**config.mk**
```make
export PLATFORM = sky130hd
export DESIGN_NAME = a2_iomem_initiator_flat
export DESIGN_NICKNAME = d
export VERILOG_FILES = /design/src/rtl/a2_iomem_initiator_if.sv /design/src/rtl/a2_iomem_initiator.sv /design/src/flat_wrapper.sv
export SDC_FILE = /design/constraint.sdc
export NUM_CORES = 1
export LEC_CHECK = 0
export CORE_UTILIZATION = 30
export CTS_CLUSTER_DIAMETER = 150
export CTS_CLUSTER_SIZE = 40
export DETAILED_ROUTE_END_ITERATION = 10
export SLEW_MARGIN = 20
export SYNTH_ARGS = -nofsm -noshare
export SYNTH_HDL_FRONTEND = slang
export SYNTH_SLANG_ARGS = --single-unit
export TNS_END_PERCENT = 30
```
**constraint.sdc**
```tcl
create_clock -name clk -period 2.64 [get_ports clk]
set_clock_uncertainty 0.1 [all_clocks]
set_input_delay 0.396 -clock clk [delete_from_list [all_inputs] [get_ports clk]]
set_output_delay 0.396 -clock clk [all_outputs]
set_load 0.05 [all_outputs]
```
**src/rtl/a2_iomem_initiator_if.sv**
```systemverilog
// Single-outstanding valid/ready request bus from the Apple II bridge to a 32-bit iomem slave.
interface a2_iomem_initiator_if;
   logic        valid;
   logic [3:0]  wstrb;
   logic [31:0] addr;
   logic [31:0] wdata;
   logic [31:0] rdata;
   logic        ready;

   modport master (output valid, wstrb, addr, wdata, input rdata, ready);
   modport slave  (input valid, wstrb, addr, wdata, output rdata, ready);
endinterface

```
**src/rtl/a2_iomem_initiator.sv**
```systemverilog
// Apple II slot-window register bridge that issues one iomem request per CMD; readback is one cycle late.
// Waits on iomem ready forever unless A2_IOMEM_TIMEOUT_EN compiles in the TIMEOUT_CYCLES wait limit.
module a2_iomem_initiator #(
   parameter int SLOT           = 7,
   parameter int TIMEOUT_CYCLES = 255
) (
   input  logic                 clk,
   input  logic                 reset,
   input  logic [15:0]          a2_addr,
   input  logic [7:0]           a2_data,
   input  logic                 a2_rw_n,
   input  logic                 a2_data_in_strobe,
   output logic [7:0]           a2_rd_data_o,
   output logic                 a2_rd_sel_o,
   a2_iomem_initiator_if.master iomem
);
   localparam logic [11:0] WIN = 12'(12'hC08 + SLOT);

   typedef enum logic {IDLE, ACTIVE} state_t;

   state_t      state;
   logic [31:0] addr_q;
   logic [31:0] wdata_q;
   logic [31:0] rdata_q;
   logic [3:0]  wstrb_q;
   logic        rd_q;
   logic        done_q;
   logic        tmo_q;
   logic        in_win;
   logic        reg_wr;
   logic        busy;
   logic [7:0]  status;
   logic [7:0]  rd_mux;

`ifdef A2_IOMEM_TIMEOUT_EN
   localparam int            CW       = $clog2(TIMEOUT_CYCLES + 1);
   localparam logic [CW-1:0] CNT_LAST = CW'(TIMEOUT_CYCLES - 1);
   localparam logic [CW-1:0] CNT_MAX  = CW'(TIMEOUT_CYCLES);
   logic [CW-1:0] wait_cnt;
`endif

   assign in_win = (a2_addr[15:4] == WIN);
   assign reg_wr = a2_data_in_strobe && !a2_rw_n && in_win;
   assign busy   = (state == ACTIVE);
   assign status = {5'd0, done_q, tmo_q, busy};

   always_comb begin
      rd_mux = 8'h00;
      case (a2_addr[3:0])
         4'h0:    rd_mux = addr_q[7:0];
         4'h1:    rd_mux = addr_q[15:8];
         4'h2:    rd_mux = addr_q[23:16];
         4'h3:    rd_mux = addr_q[31:24];
         4'h4:    rd_mux = wdata_q[7:0];
         4'h5:    rd_mux = wdata_q[15:8];
         4'h6:    rd_mux = wdata_q[23:16];
         4'h7:    rd_mux = wdata_q[31:24];
         4'h8:    rd_mux = {4'h0, wstrb_q};
         4'hA:    rd_mux = status;
         4'hC:    rd_mux = rdata_q[7:0];
         4'hD:    rd_mux = rdata_q[15:8];
         4'hE:    rd_mux = rdata_q[23:16];
         4'hF:    rd_mux = rdata_q[31:24];
         default: rd_mux = 8'h00;
      endcase
   end

   always_ff @(posedge clk) begin
      if (reset) begin
         state        <= IDLE;
         iomem.valid  <= 1'b0;
         iomem.wstrb  <= 4'h0;
         iomem.addr   <= 32'h0;
         iomem.wdata  <= 32'h0;
         addr_q       <= 32'h0;
         wdata_q      <= 32'h0;
         rdata_q      <= 32'h0;
         wstrb_q      <= 4'h0;
         rd_q         <= 1'b0;
         done_q       <= 1'b0;
         tmo_q        <= 1'b0;
         a2_rd_data_o <= 8'h00;
         a2_rd_sel_o  <= 1'b0;
`ifdef A2_IOMEM_TIMEOUT_EN
         wait_cnt     <= '0;
`endif
      end else begin
         a2_rd_data_o <= rd_mux;
         a2_rd_sel_o  <= in_win && a2_rw_n;

         // Request registers are frozen while a request is outstanding.
         if (reg_wr && !busy) begin
            case (a2_addr[3:0])
               4'h0:    addr_q[7:0]    <= a2_data;
               4'h1:    addr_q[15:8]   <= a2_data;
               4'h2:    addr_q[23:16]  <= a2_data;
               4'h3:    addr_q[31:24]  <= a2_data;
               4'h4:    wdata_q[7:0]   <= a2_data;
               4'h5:    wdata_q[15:8]  <= a2_data;
               4'h6:    wdata_q[23:16] <= a2_data;
               4'h7:    wdata_q[31:24] <= a2_data;
               4'h8:    wstrb_q        <= a2_data[3:0];
               default: ;
            endcase
         end

         case (state)
            IDLE: begin
               if (reg_wr && a2_addr[3:0] == 4'h9) begin
                  case (a2_data)
                     8'h01, 8'h02: begin
                        state       <= ACTIVE;
                        done_q      <= 1'b0;
                        tmo_q       <= 1'b0;
                        rd_q        <= (a2_data == 8'h02);
                        iomem.addr  <= addr_q;
                        iomem.wdata <= wdata_q;
                        iomem.wstrb <= (a2_data == 8'h01) ? wstrb_q : 4'h0;
`ifdef A2_IOMEM_TIMEOUT_EN
                        wait_cnt    <= '0;
`endif
                     end
                     8'h00: begin
                        done_q <= 1'b0;
                        tmo_q  <= 1'b0;
                     end
                     default: ;
                  endcase
               end
            end
            ACTIVE: begin
               // The launch edge only records the request; valid follows one edge later.
               if (!iomem.valid) begin
                  iomem.valid <= 1'b1;
               end else if (iomem.ready) begin
                  iomem.valid <= 1'b0;
                  done_q      <= 1'b1;
                  state       <= IDLE;
                  if (rd_q) rdata_q <= iomem.rdata;
               end
`ifdef A2_IOMEM_TIMEOUT_EN
               else if (wait_cnt == CNT_LAST) begin
                  iomem.valid <= 1'b0;
                  tmo_q       <= 1'b1;
                  state       <= IDLE;
                  wait_cnt    <= CNT_MAX;
               end else begin
                  wait_cnt    <= wait_cnt + 1'b1;
               end
`endif
            end
            default: state <= IDLE;
         endcase
      end
   end
endmodule

```
**src/flat_wrapper.sv**
```systemverilog
// flat-port wrapper written by rule: the top's interface ports become plain ports
module a2_iomem_initiator_flat 
#(
   parameter int SLOT           = 7,
   parameter int TIMEOUT_CYCLES = 255
)
  (clk, reset, a2_addr, a2_data, a2_rw_n, a2_data_in_strobe, a2_rd_data_o, a2_rd_sel_o, iomem_valid, iomem_wstrb, iomem_addr, iomem_wdata, iomem_rdata, iomem_ready);
  a2_iomem_initiator_if iomem_i ();
  input  logic clk;
  input  logic reset;
  input  logic [15:0] a2_addr;
  input  logic [7:0] a2_data;
  input  logic a2_rw_n;
  input  logic a2_data_in_strobe;
  output logic [7:0] a2_rd_data_o;
  output logic a2_rd_sel_o;
  output wire logic [$bits(iomem_i.valid)-1:0] iomem_valid;
  output wire logic [$bits(iomem_i.wstrb)-1:0] iomem_wstrb;
  output wire logic [$bits(iomem_i.addr)-1:0] iomem_addr;
  output wire logic [$bits(iomem_i.wdata)-1:0] iomem_wdata;
  input wire logic [$bits(iomem_i.rdata)-1:0] iomem_rdata;
  input wire logic [$bits(iomem_i.ready)-1:0] iomem_ready;
  assign iomem_valid = iomem_i.valid;
  assign iomem_wstrb = iomem_i.wstrb;
  assign iomem_addr = iomem_i.addr;
  assign iomem_wdata = iomem_i.wdata;
  assign iomem_i.rdata = iomem_rdata;
  assign iomem_i.ready = iomem_ready;
  a2_iomem_initiator #(.SLOT(SLOT), .TIMEOUT_CYCLES(TIMEOUT_CYCLES)) u_core (.clk(clk), .reset(reset), .a2_addr(a2_addr), .a2_data(a2_data), .a2_rw_n(a2_rw_n), .a2_data_in_strobe(a2_data_in_strobe), .a2_rd_data_o(a2_rd_data_o), .a2_rd_sel_o(a2_rd_sel_o), .iomem(iomem_i));
endmodule
```
Word level (Yosys, flattened, before mapping)

Cells that the tools add are included.

Output and inout bits: 78
Register bits after elaboration: 181

Muxes and demuxes: 12
Eq/ne operators: 21
Bitwise gates (word level): 1
Reduce and logical (&&, ||, !) cells: 23

Operator list:

| kind                 | number |
|---|---|
| $pmux 8 s14          | 1 |
| $eq 4x4->1 const B   | 7 |
| $reduce_and 2->1     | 9 |
| $eq 4x3->1 const B   | 4 |
| $eq 12x12->1 const B | 1 |
| $eq 4x2->1 const B   | 2 |
| $eq 8x1->1 const B   | 1 |
| $eq 8x2->1 const B   | 1 |
| $logic_not 8->1      | 1 |
| $mux 1               | 8 |
| $reduce_and 4->1     | 2 |
| $logic_and 1x1->1    | 5 |
| $eq 4x1->1 const B   | 1 |
| $logic_not 4->1      | 1 |
| $mux 4               | 1 |
| $ne 2x1->1 const B   | 2 |
| $ne 2x2->1 const B   | 2 |
| $pmux 1 s2           | 2 |
| $reduce_and 3->1     | 1 |
| $reduce_or 3->1      | 1 |
| $logic_not 1->1      | 2 |
| $reduce_or 2->1      | 1 |
| $not 1->1            | 1 |

Depth between registers and ports, before layout

Gate-level depths: netlist of run 1.

Depth in word-level cells: 6
Depth in mapped cells: 8
Mapped depth without buffers: 5

Least setup slack after synthesis of run 1

No wires, ideal clock.

Kind: input -> register
Start point: input port a2_addr[9]
End point: register u_core.iomem.addr[10]
Setup slack: 502 ps
Arrival: 1906 ps
Cell stages on the path: 7
Data required time: 2408 ps
Cell sequence: nor4_2 -> nand4_1 -> or4_1 -> buf_4 -> buf_6 -> nand2_1 -> a21oi_1

Word-level cells in the longest chain between the ends: 4

Ends and longest elaborated chain:

| element                    | RTL line                    | RTL |
|---|---|---|
| start: declaration         | flat_wrapper.sv:11          | `input logic [15:0] a2_addr;` |
| $eq 12x12->1               | a2_iomem_initiator.sv:42    | `assign in_win = (a2_addr[15:4] == WIN);` |
| $logic_and 1x1->1          | a2_iomem_initiator.sv:43    | `assign reg_wr = a2_data_in_strobe && !a2_rw_n && in_win;` |
| $logic_and 1x1->1          | a2_iomem_initiator.sv:109   | `if (reg_wr && a2_addr[3:0] == 4'h9) begin` |
| $reduce_and 3->1 (no line) | n/a                         |  |
| end signal: assignment     | a2_iomem_initiator.sv:116   | `iomem.addr <= addr_q;` |
| end: declaration           | a2_iomem_initiator_if.sv:10 | `modport master (output valid, wstrb, addr, wdata, input rdata, ready);` |

Every way passes these cells.
A chain may end at the register's enable or synchronous reset.

Worst setup path after layout of run 1

Start point: input port a2_data[5]
End point: register u_core.iomem.wdata[29]

Word-level cells in the longest chain between the ends: 3

Ends and longest elaborated chain:

| element                                         | RTL line                    | RTL |
|---|---|---|
| start: declaration                              | flat_wrapper.sv:12          | `input logic [7:0] a2_data;` |
| $eq 8x1->1 / $eq 8x2->1 (equally long branches) | a2_iomem_initiator.sv:110   | `case (a2_data)` |
| $reduce_or 2->1 (*)                             | n/a                         |  |
| $reduce_and 3->1 (no line) (*)                  | n/a                         |  |
| end signal: assignment                          | a2_iomem_initiator.sv:117   | `iomem.wdata <= wdata_q;` |
| end: declaration                                | a2_iomem_initiator_if.sv:10 |  |

Mark *: on every way between the ends. The rest lies on a longest branch, timed or not.

==> results of run 1 <==
[synth_stat cells (8+ instances only)]
cell	count	share of area
clkbuf_1	46	0.023
a21oi_1	141	0.095
nand2_1	280	0.14
buf_2	8	0.0054
nor2_1	46	0.023
dfxtp_1	181	0.49
nand3_1	10	0.0067
mux2_2	9	0.014
mux2i_1	47	0.063
[cell type report]
class                           count  share of cell area
Tap cell                          324              0.0406
Sequential cell                   181               0.363
Clock buffer                       17              0.0426
Timing Repair Buffer              191               0.190
Clock inverter                     15              0.0139
Multi-Input combinational cell    637               0.348
Inverter                            4             0.00150
[metrics by stage]
| stage | instance area, um2 | setup TNS (ns) | cells |
|---|---|---|---|
| finish | 9980 | 0 | 1369 |
| global route | 9980 | 0 | 1369 |
| CTS | 9980 | 0 | 1369 |
| detailed placement | 9420 | -11.36 | 1337 |
| global placement | 9420 | -11.46 | 1337 |
| floorplan | 7450 | 0 | 893 |
[per-layer routing]
layer	vias to the layer above	global-route usage	share of wire
li1	3299	-	-
met1	3098	0.252	0.48
met2	190	0.270	0.45
met3	23	0.0328	0.050
met4	0	0.0686	0.019
met5	-	0	0
[critical path: cells and delay by family]
kind	cells	cell delay [ns]
simple gates	4	1.27
buf+inv	3	0.87
compound gates	1	0.06
[logic make-up after synthesis]
| kind of cell | Yosys count |
|---|---|
| flops | 181 |
| compound gates | 187 |
| xor+xnor | 1 |
| buf+inv | 75 |
| simple gates | 387 |
| mux | 62 |
[worst paths after layout]
check	start	to	slack (ns)	depth (start not counted)
setup reg to reg	u_core.busy	u_core.iomem.wdata[29]	0.44	6
hold reg to reg	u_core.iomem.addr[2]	u_core.iomem.addr[2]	0.35	2
setup / recovery	a2_data[5]	u_core.iomem.wdata[29]	0.24	8
hold / removal	reset	u_core.wdata_q[18]	0.34	2
[state kept, by name, indices dropped and copies added (netlist names)]
signal / cells
u_core.rd_q: 1
u_core.iomem.wdata: 32
u_core.wstrb_q: 4
u_core.a2_rd_data_o: 8
u_core.iomem.valid: 1
u_core.wdata_q: 32
u_core.busy: 1
u_core.iomem.wstrb: 4
u_core.addr_q: 32
u_core.iomem.addr: 32
u_core.rdata_q: 32
u_core.done_q: 1
u_core.a2_rd_sel_o: 1
[power by group]
group	switching (mW)	internal, mW
sequential	0.000923	2.73
clock	1.19	1.25
combinational	0.182	0.147
==> results.txt, run 1 <==
Status: finished, final reports clean
Register area: 3620 um2
Seq cells post-synth: 181
Setup violators final: 0
Post-route worst setup slack: 0.241 ns
Initial DRC count: 490
Final Critical Period: 2.40 ns
Commonest non-fill, non-tap cell in the layout: nand2_1
Crit-path cells: clkdlybuf4s50_1 -> nor4_1 -> buf_4 -> nand3_1 -> or4_2 -> buf_4 -> nand2_1 -> a21oi_1
Fillers: 2423
Vias: 6610
Wire per inst: 16.4 um
Die H: 160 um
Post-synth EDFFs: 0
Worst IR drop on VDD: 369 uV
Post-cts sizing count: 0
Initial antenna violation count: 0
Worst slew margin: 0.618
Total iterations of the first detailed-routing run: 6
RSZ-0062 raised after global routing: false
Main synth FF type: dfxtp_1
Leakage: 3.27 nW
Die ar.: 25500 um2
DR vias/cell: 4.83
Final Core Density: 0.411
TritonCTS Sinks: 181
Fin nets: 1093
Total Routing Usage GR: 0.179
Total grt overflow: 0
Worst path max stage delay: 0.74 ns
Max cap viols: 0
DRC viols: 0
DRT antenna net count: 0
Crit share post-route: 0.909
Hold_buf cts: 0
CTS Buf Count: 17
CP Class: in -> reg
Count of cell types in the netlist: 54
Pwr Density: 550 nW/um2
Final GP Congestion: 0.882
Final Slew Violations: 0
Mux contribution to synthesized area: 0.0949
Area grow syn2layout: 34.0%
Post-CTS setup buffers: 0
Clock root buffer: clkbuf_16
Number of inserted diodes: 0
PortBufs: 138
Area share of and/or/nand/nor cells after synthesis: 0.229
Clk slew on worst S/H paths: 0.07 ns
Gate Count Post-Synth: 893
Sequential share of the synthesized area: 0.486
Slew @ Worst Pin: 0.573 ns
Largest net degree at the start of global routing: 76
Initial core utilization: 0.306
Place WS: -0.211 ns
Ratio of cells with drive above 1 in the final layout: 0.111
Largest family of logic cells by synthesized area: simple AND/OR/NAND/NOR gates
DP HPWL: 16500 um
Most frequent cells in the layout: nand2_1 (280), dfxtp_1 (181), a21oi_1 (141), clkdlybuf4s50_1 (136), mux2i_1 (47)
HP Class: in -> reg
Avg Cell Area, Syn: 8.34 um2
CP endpoint kind: flop
Post-Synth XOR/XNOR Area: 0.00118
Warnings from Yosys: 0
CP max stage cell: or4_2
CTS tree: built
H-tree depth: 4
Post-synthesis compound-gate area fraction: 0.141
Die Span X: 160 um
Row cnt: 57
Total power: 5.50 mW
Post-Syn Nets: 954
Drt total wl: 22500 um
Core box area: 24300 um2
Worst-case clock buffer depth: 2
Most used cell, CP: buf_4
Vias in the first global route: 6058
First-pass GRT wire length: 35000 um
Hold slack: 0.338 ns
Worst Path Required: 2.84 ns
Startpoint Class: input port
Synthesized area: 7450 um2
Crit path max fanout: 23
Multi-input gate area: 3480 um2
Async S/R FF share, synth: 0
I/O pin cnt: 139
WP data arrival: 2.59 ns
Adder-cell share of the synthesized area: 0
Final hold violation count: 0
Max Freq: 417 MHz
Skew-Pair Late Insertion Delay: 0.44 ns
(Power assumes the default switching activity.)
==> run 2, diff against run 1 <==
- CORE_UTILIZATION: 30 -> 52
- PLACE_DENSITY: unset -> 0.8
==> run 2 against run 1 <==
Compared with the run above:
- clock-buffer cell count up 2
- first-iteration DRC count up 49%
- combinational power decreased by 2%
- clock power about the same
- die area fell by 42%
- worst hold slack worse by 0.060 ns
- sequential share of layout area up 0.75 points
- flip-flop and latch count is the same
- via count grew 2.8%
- fmax shrank 1.2%
- utilization up 29 points
- wire length is 8.1% lower
- critical path type unchanged
- largest cell class unchanged
- largest power group unchanged
- highest routed layer unchanged
==> results.txt, run 2 (synthesized netlist as in run 1, its figures left out) <==
Hold path endpoint: u_core.wdata_q[16]
Setup violators final: 0 (unchanged)
Total power: 5.48 mW (-0.26%)
Crit Reg-Reg Startpoint: u_core.busy
Worst IR drop on VDD: 389 uV (+5.5%)
Max cap viols: 0 (unchanged)
First-pass GRT wire length: 32600 um (-6.9%)
Largest net degree at the start of global routing: 63 (-17%)
R2r endpoint: u_core.iomem.addr[26]
CP endpoint kind: flop
HP Class: in -> reg
Die ar.: 14800 um2 (-42%)
Pwr Density: 560 nW/um2 (+1.8%)
Ratio of cells with drive above 1 in the final layout: 0.110 (-0.000957)
I/O pin cnt: 139 (unchanged)
TritonCTS Sinks: 181 (unchanged)
Drt total wl: 20600 um (-8.1%)
Register-to-Register Path Depth: 6 (unchanged)
Vias in the first global route: 6381 (+5.3%)
Startpoint Class: input port
Commonest non-fill, non-tap cell in the layout: nand2_1
Area grow syn2layout: 31.3%
Post-cts sizing count: 0 (unchanged)
Max Freq: 412 MHz (-1.2%)
Clock root buffer: clkbuf_16
Most frequent cells in the layout: nand2_1 (280), dfxtp_1 (181), a21oi_1 (141), clkdlybuf4s50_1 (136), mux2i_1 (47)
Post-route worst setup slack: 0.211 ns (-0.0303 ns)
DP HPWL: 14400 um (-13%)
Die Span X: 122 um (-24%)
Vias: 6798 (+2.8%)
CTS Buf Count: 17 (unchanged)
DR vias/cell: 5.54 (+15%)
Initial antenna violation count: 1 (+1)
Total grt overflow: 0 (unchanged)
DRT antenna net count: 0 (unchanged)
Skew-Pair Late Insertion Delay: 0.43 ns (about the same)
Worst-case clock buffer depth: 2 (unchanged)
Final Critical Period: 2.43 ns (+0.0303 ns)
Row cnt: 43 (-25%)
DRC viols: 0 (unchanged)
WHS Path Cells: 2 (unchanged)
Worst Path Required: 2.84 ns (about the same)
Total iterations of the first detailed-routing run: 7 (+1)
Leakage: 3.27 nW (-0.22%)
Worst slew margin: 0.584 (-0.0345)
CP Class: in -> reg
WP data arrival: 2.63 ns (+0.04 ns)
Hold Crit Start: reset
Crit path max fanout: 42 (+83%)
Die H: 122 um (-24%)
Clk slew on worst S/H paths: 0.07 ns (about the same)
R2R Setup Slk: 0.41 ns (-0.03 ns)
RSZ-0062 raised after global routing: false
Fin nets: 1093 (unchanged)
Hold slack: 0.278 ns (-0.0601 ns)
Core box area: 13900 um2 (-43%)
H-tree depth: 4 (unchanged)
Hold_buf cts: 0 (unchanged)
Status: finished, final reports clean
PortBufs: 138 (unchanged)
Slew @ Worst Pin: 0.625 ns (+0.0518 ns)
Fillers: 1083 (-55%)
Final Slew Violations: 0 (unchanged)
Crit share post-route: 0.920 (+0.0115)
CTS tree: built
CP startpoint: a2_data[6]
Total Routing Usage GR: 0.289 (+0.110)
Initial DRC count: 728 (+49%)
Initial core utilization: 0.535 (+0.228)
Wire per inst: 16.8 um (+2.6%)
Final GP Congestion: 0.959 (+8.7%)
Place WS: -0.195 ns (+0.0157 ns)
Post-CTS setup buffers: 0 (unchanged)
Final hold violation count: 0 (unchanged)
[run 2: how the worst max path moves through the flow]
| stage | endpoint | slack (ns) | depth (start not counted) |
|---|---|---|---|
| 6_report | u_core.iomem.addr[26] | 0.21 | 7 |
| 5_1_grt | u_core.iomem.wdata[15] | 0.13 | 7 |
| 4_1_cts | u_core.iomem.wdata[19] | 0.24 | 7 |
| 3_5_place_dp | u_core.iomem.wdata[15] | -0.19 | 7 |
| 3_3_place_gp | u_core.iomem.wdata[26] | -0.20 | 7 |
| 2_1_floorplan | u_core.iomem.addr[10] | 0.50 | 7 |
[run 2: per-stage QoR]
| stage | std cells | TNS (ns) | area (um2) | util |
|---|---|---|---|---|
| finish | 1226 | 0 | 9780 | 0.702 |
| global placement | 1193 | -12.08 | 9220 | 0.661 |
| CTS | 1225 | 0 | 9780 | 0.702 |
| detailed placement | 1193 | -11.09 | 9220 | 0.661 |
| floorplan | 893 | 0 | 7450 | - |
| global route | 1225 | 0 | 9780 | 0.702 |
[run 2: critical path: stages]
cell	delay [ns]
clkdlybuf4s50_1	0.43
nor4_1	0.41
nand3_1	0.22
or4_2	0.76
buf_12	0.21
nand2_1	0.11
a21oi_1	0.07
[run 2: layout make-up]
cell class / count / area, um2 / area share
inverter: 4 / 15.0 / 0.00153
multi-input combinational: 637 / 3480 / 0.356
tap: 180 / 225 / 0.0230
sequential: 181 / 3620 / 0.370
clock buffer: 19 / 443 / 0.0453
clock inverter: 13 / 123 / 0.0125
antenna: 1 / 2.50 / 0.000256
timing repair buffer: 191 / 1870 / 0.191
[run 2: report_power, final]
group / leakage, nW / switching, mW / total, mW / internal (mW)
clock network: 0.279 / 1.09 / 2.43 / 1.34
logic: 1.53 / 0.179 / 0.322 / 0.142
registers: 1.46 / 0.000687 / 2.73 / 2.73
total: 3.27 / 1.27 / 5.48 / 4.21
[run 2: layer usage]
| layer | vias to the layer above | GRT usage | share of wire |
|---|---|---|---|
| met5 | - | 0 | 0 |
| met3 | 59 | 0.0669 | 0.074 |
| met4 | 0 | 0.124 | 0.033 |
| met2 | 269 | 0.455 | 0.46 |
| li1 | 3297 | - | - |
| met1 | 3173 | 0.379 | 0.43 |
==> run 3, diff against run 2 <==
- GPL_TIMING_DRIVEN: unset -> 0
==> run 3 against run 2 <==
Compared with the run above:
- design area down 2.0%
- highest routed layer unchanged
- sequential share of layout area grew 0.74 points
- fmax decreased by 5.9%
- die area is the same
- wire length is 17% higher
- global-route usage rose by 4.8 points
==> results.txt, run 3 (synthesized netlist as in run 1, its figures left out) <==
Status: finished, final reports clean
H-tree depth: 4 (unchanged)
Area grow syn2layout: 28.7%
Post-route worst setup slack: 0.0593 ns (-0.152 ns)
CP Class: in -> reg
Final Slew Violations: 0 (unchanged)
Final Core Density: 0.688 (-0.0137)
Worst slew margin: 0.441 (-0.142)
Max Freq: 387 MHz (-5.9%)
Setup violators final: 0 (unchanged)
R2R Setup Slk: 0.09 ns (-0.32 ns)
Die Span X: 122 um (unchanged)
CP max stage cell: clkdlybuf4s50_1
DRC viols: 0 (unchanged)
CP endpoint kind: flop
DR WL met3: 1980 um (+29%)
Non-filler cells, final: 1235 (+0.73%)
Worst-case clock buffer depth: 2 (unchanged)
Row cnt: 43 (unchanged)
CTS tree: built
Initial DRC count: 634 (-13%)
Initial core utilization: 0.535 (unchanged)
Die H: 122 um (unchanged)
Post-cts sizing count: 5 (+5)
Crit-path cells: clkdlybuf4s50_1 -> clkbuf_4 -> buf_2 -> buf_2 -> buf_2 -> o211ai_1 -> o211ai_1 -> a21oi_1
Die ar.: 14800 um2 (unchanged)
Startpoint Class: input port
Most frequent cells in the layout: nand2_1 (280), dfxtp_1 (181), a21oi_1 (141), clkdlybuf4s50_1 (130), mux2i_1 (47)
Met1 wire length: 10400 um (+16%)
HP Class: in -> reg
Total Routing Usage GR: 0.337 (+0.0484)
Pwr Density: 585 nW/um2 (+4.4%)
Fin nets: 1103 (+0.91%)
Max cap viols: 0 (unchanged)
Vias in the first global route: 6715 (+5.2%)
I/O pin cnt: 139 (unchanged)
Worst Path Required: 2.84 ns (about the same)
Final GP Congestion: 0.954 (-0.55%)
Crit share post-route: 0.978 (+0.0575)
Total iterations of the first detailed-routing run: 6 (-1)
Core box area: 13900 um2 (unchanged)
PortBufs: 130 (-5.8%)
Place WS: -0.677 ns (-0.483 ns)
Ratio of cells with drive above 1 in the final layout: 0.0815 (-0.0285)
First-pass GRT wire length: 36800 um (+13%)
Final hold violation count: 0 (unchanged)
DP HPWL: 17800 um (+23%)
Clk slew on worst S/H paths: 0.07 ns (about the same)
Slew @ Worst Pin: 0.838 ns (+0.213 ns)
Uppermost routed layer: met4
DR vias/cell: 5.70 (+2.7%)
Placed cells: 1203 (+0.84%)
Skew-Pair Late Insertion Delay: 0.44 ns (about the same)
Wire per inst: 19.5 um (+16%)
Commonest non-fill, non-tap cell in the layout: nand2_1
Post-CTS setup buffers: 0 (unchanged)
Largest net degree at the start of global routing: 17 (-73%)
Hold_buf cts: 0 (unchanged)
Drt total wl: 24100 um (+17%)
DRT antenna net count: 0 (unchanged)
Clock root buffer: clkbuf_16
CTS Buf Count: 17 (unchanged)
TNS Setup: 0 ns (unchanged)
Final Critical Period: 2.58 ns (+0.152 ns)
Worst IR drop on VDD: 511 uV (+31%)
Met2 routed WL: 11100 um (+17%)
WP data arrival: 2.78 ns (+0.15 ns)
Most used cell, CP: buf_2
Number of inserted diodes: 0 (-1)
Total grt overflow: 0 (unchanged)
TritonCTS Sinks: 181 (unchanged)
Worst path max stage delay: 0.65 ns (-0.11 ns)
Initial antenna violation count: 0 (-1)
Vias: 7035 (+3.5%)
Leakage: 3.15 nW (-3.7%)
Crit path max fanout: 10 (-76%)
Hold slack: 0.262 ns (-0.0163 ns)
-- run 3: changes by cell type in the layout (fill, tap and decap cells not counted), moves of 2 or more --
cell,change
buf_1,+3
buf_12,-8
buf_2,+8
buf_4,-39
buf_6,+5
clkbuf_1,+42
clkbuf_2,+4
clkbuf_8,+2
clkdlybuf4s50_1,-6
inv_6,-3
-- run 3: cell type report --
cell class | count | area (um2)
Multi-Input combinational cell | 637 | 3480
Sequential cell | 181 | 3620
Tap cell | 180 | 225
Timing Repair Buffer | 130 | 1300
Inverter | 4 | 15.0
Clock buffer | 21 | 470
Fill cell | 1158 | 4340
Clock inverter | 11 | 124
Buffer | 71 | 350
-- run 3: path summary, 6_finish.rpt --
check / from / end / cells past startpoint
max: a2_addr[1] / u_core.a2_rd_data_o[1] / 8
min: a2_data[6] / u_core.wdata_q[30] / 3
max reg2reg: u_core.busy / u_core.wdata_q[9] / 6
min reg2reg: u_core.iomem.addr[12] / u_core.iomem.addr[12] / 2
-- run 3: critical path, delay by kind of cell --
kind	cells	cell delay [ns]
AOI/OAI and AO/OA	3	0.45
buffers and inverters	5	1.93
-- run 3: report_power, final --
group	internal, mW	total, mW	leakage [nW]	switching, mW
Sequential	2.73	2.73	1.46	0.000804
Combinational	0.118	0.322	1.39	0.204
Clock	1.47	2.56	0.298	1.08
-- run 3: per-layer routing --
| layer | GRT usage | vias up |
|---|---|---|
| met5 | 0 | - |
| met3 | 0.0838 | 53 |
| li1 | - | 3328 |
| met4 | 0.134 | 0 |
| met1 | 0.445 | 3321 |
| met2 | 0.529 | 333 |
-- run 3: stage by stage --
step / total power, mW / area, um2
global route: 5.75 / 9590
CTS: 5.61 / 9580
floorplan: 2.94 / 7450
finish: 5.61 / 9590
global placement: 3.11 / 8980
detailed placement: 3.11 / 8980
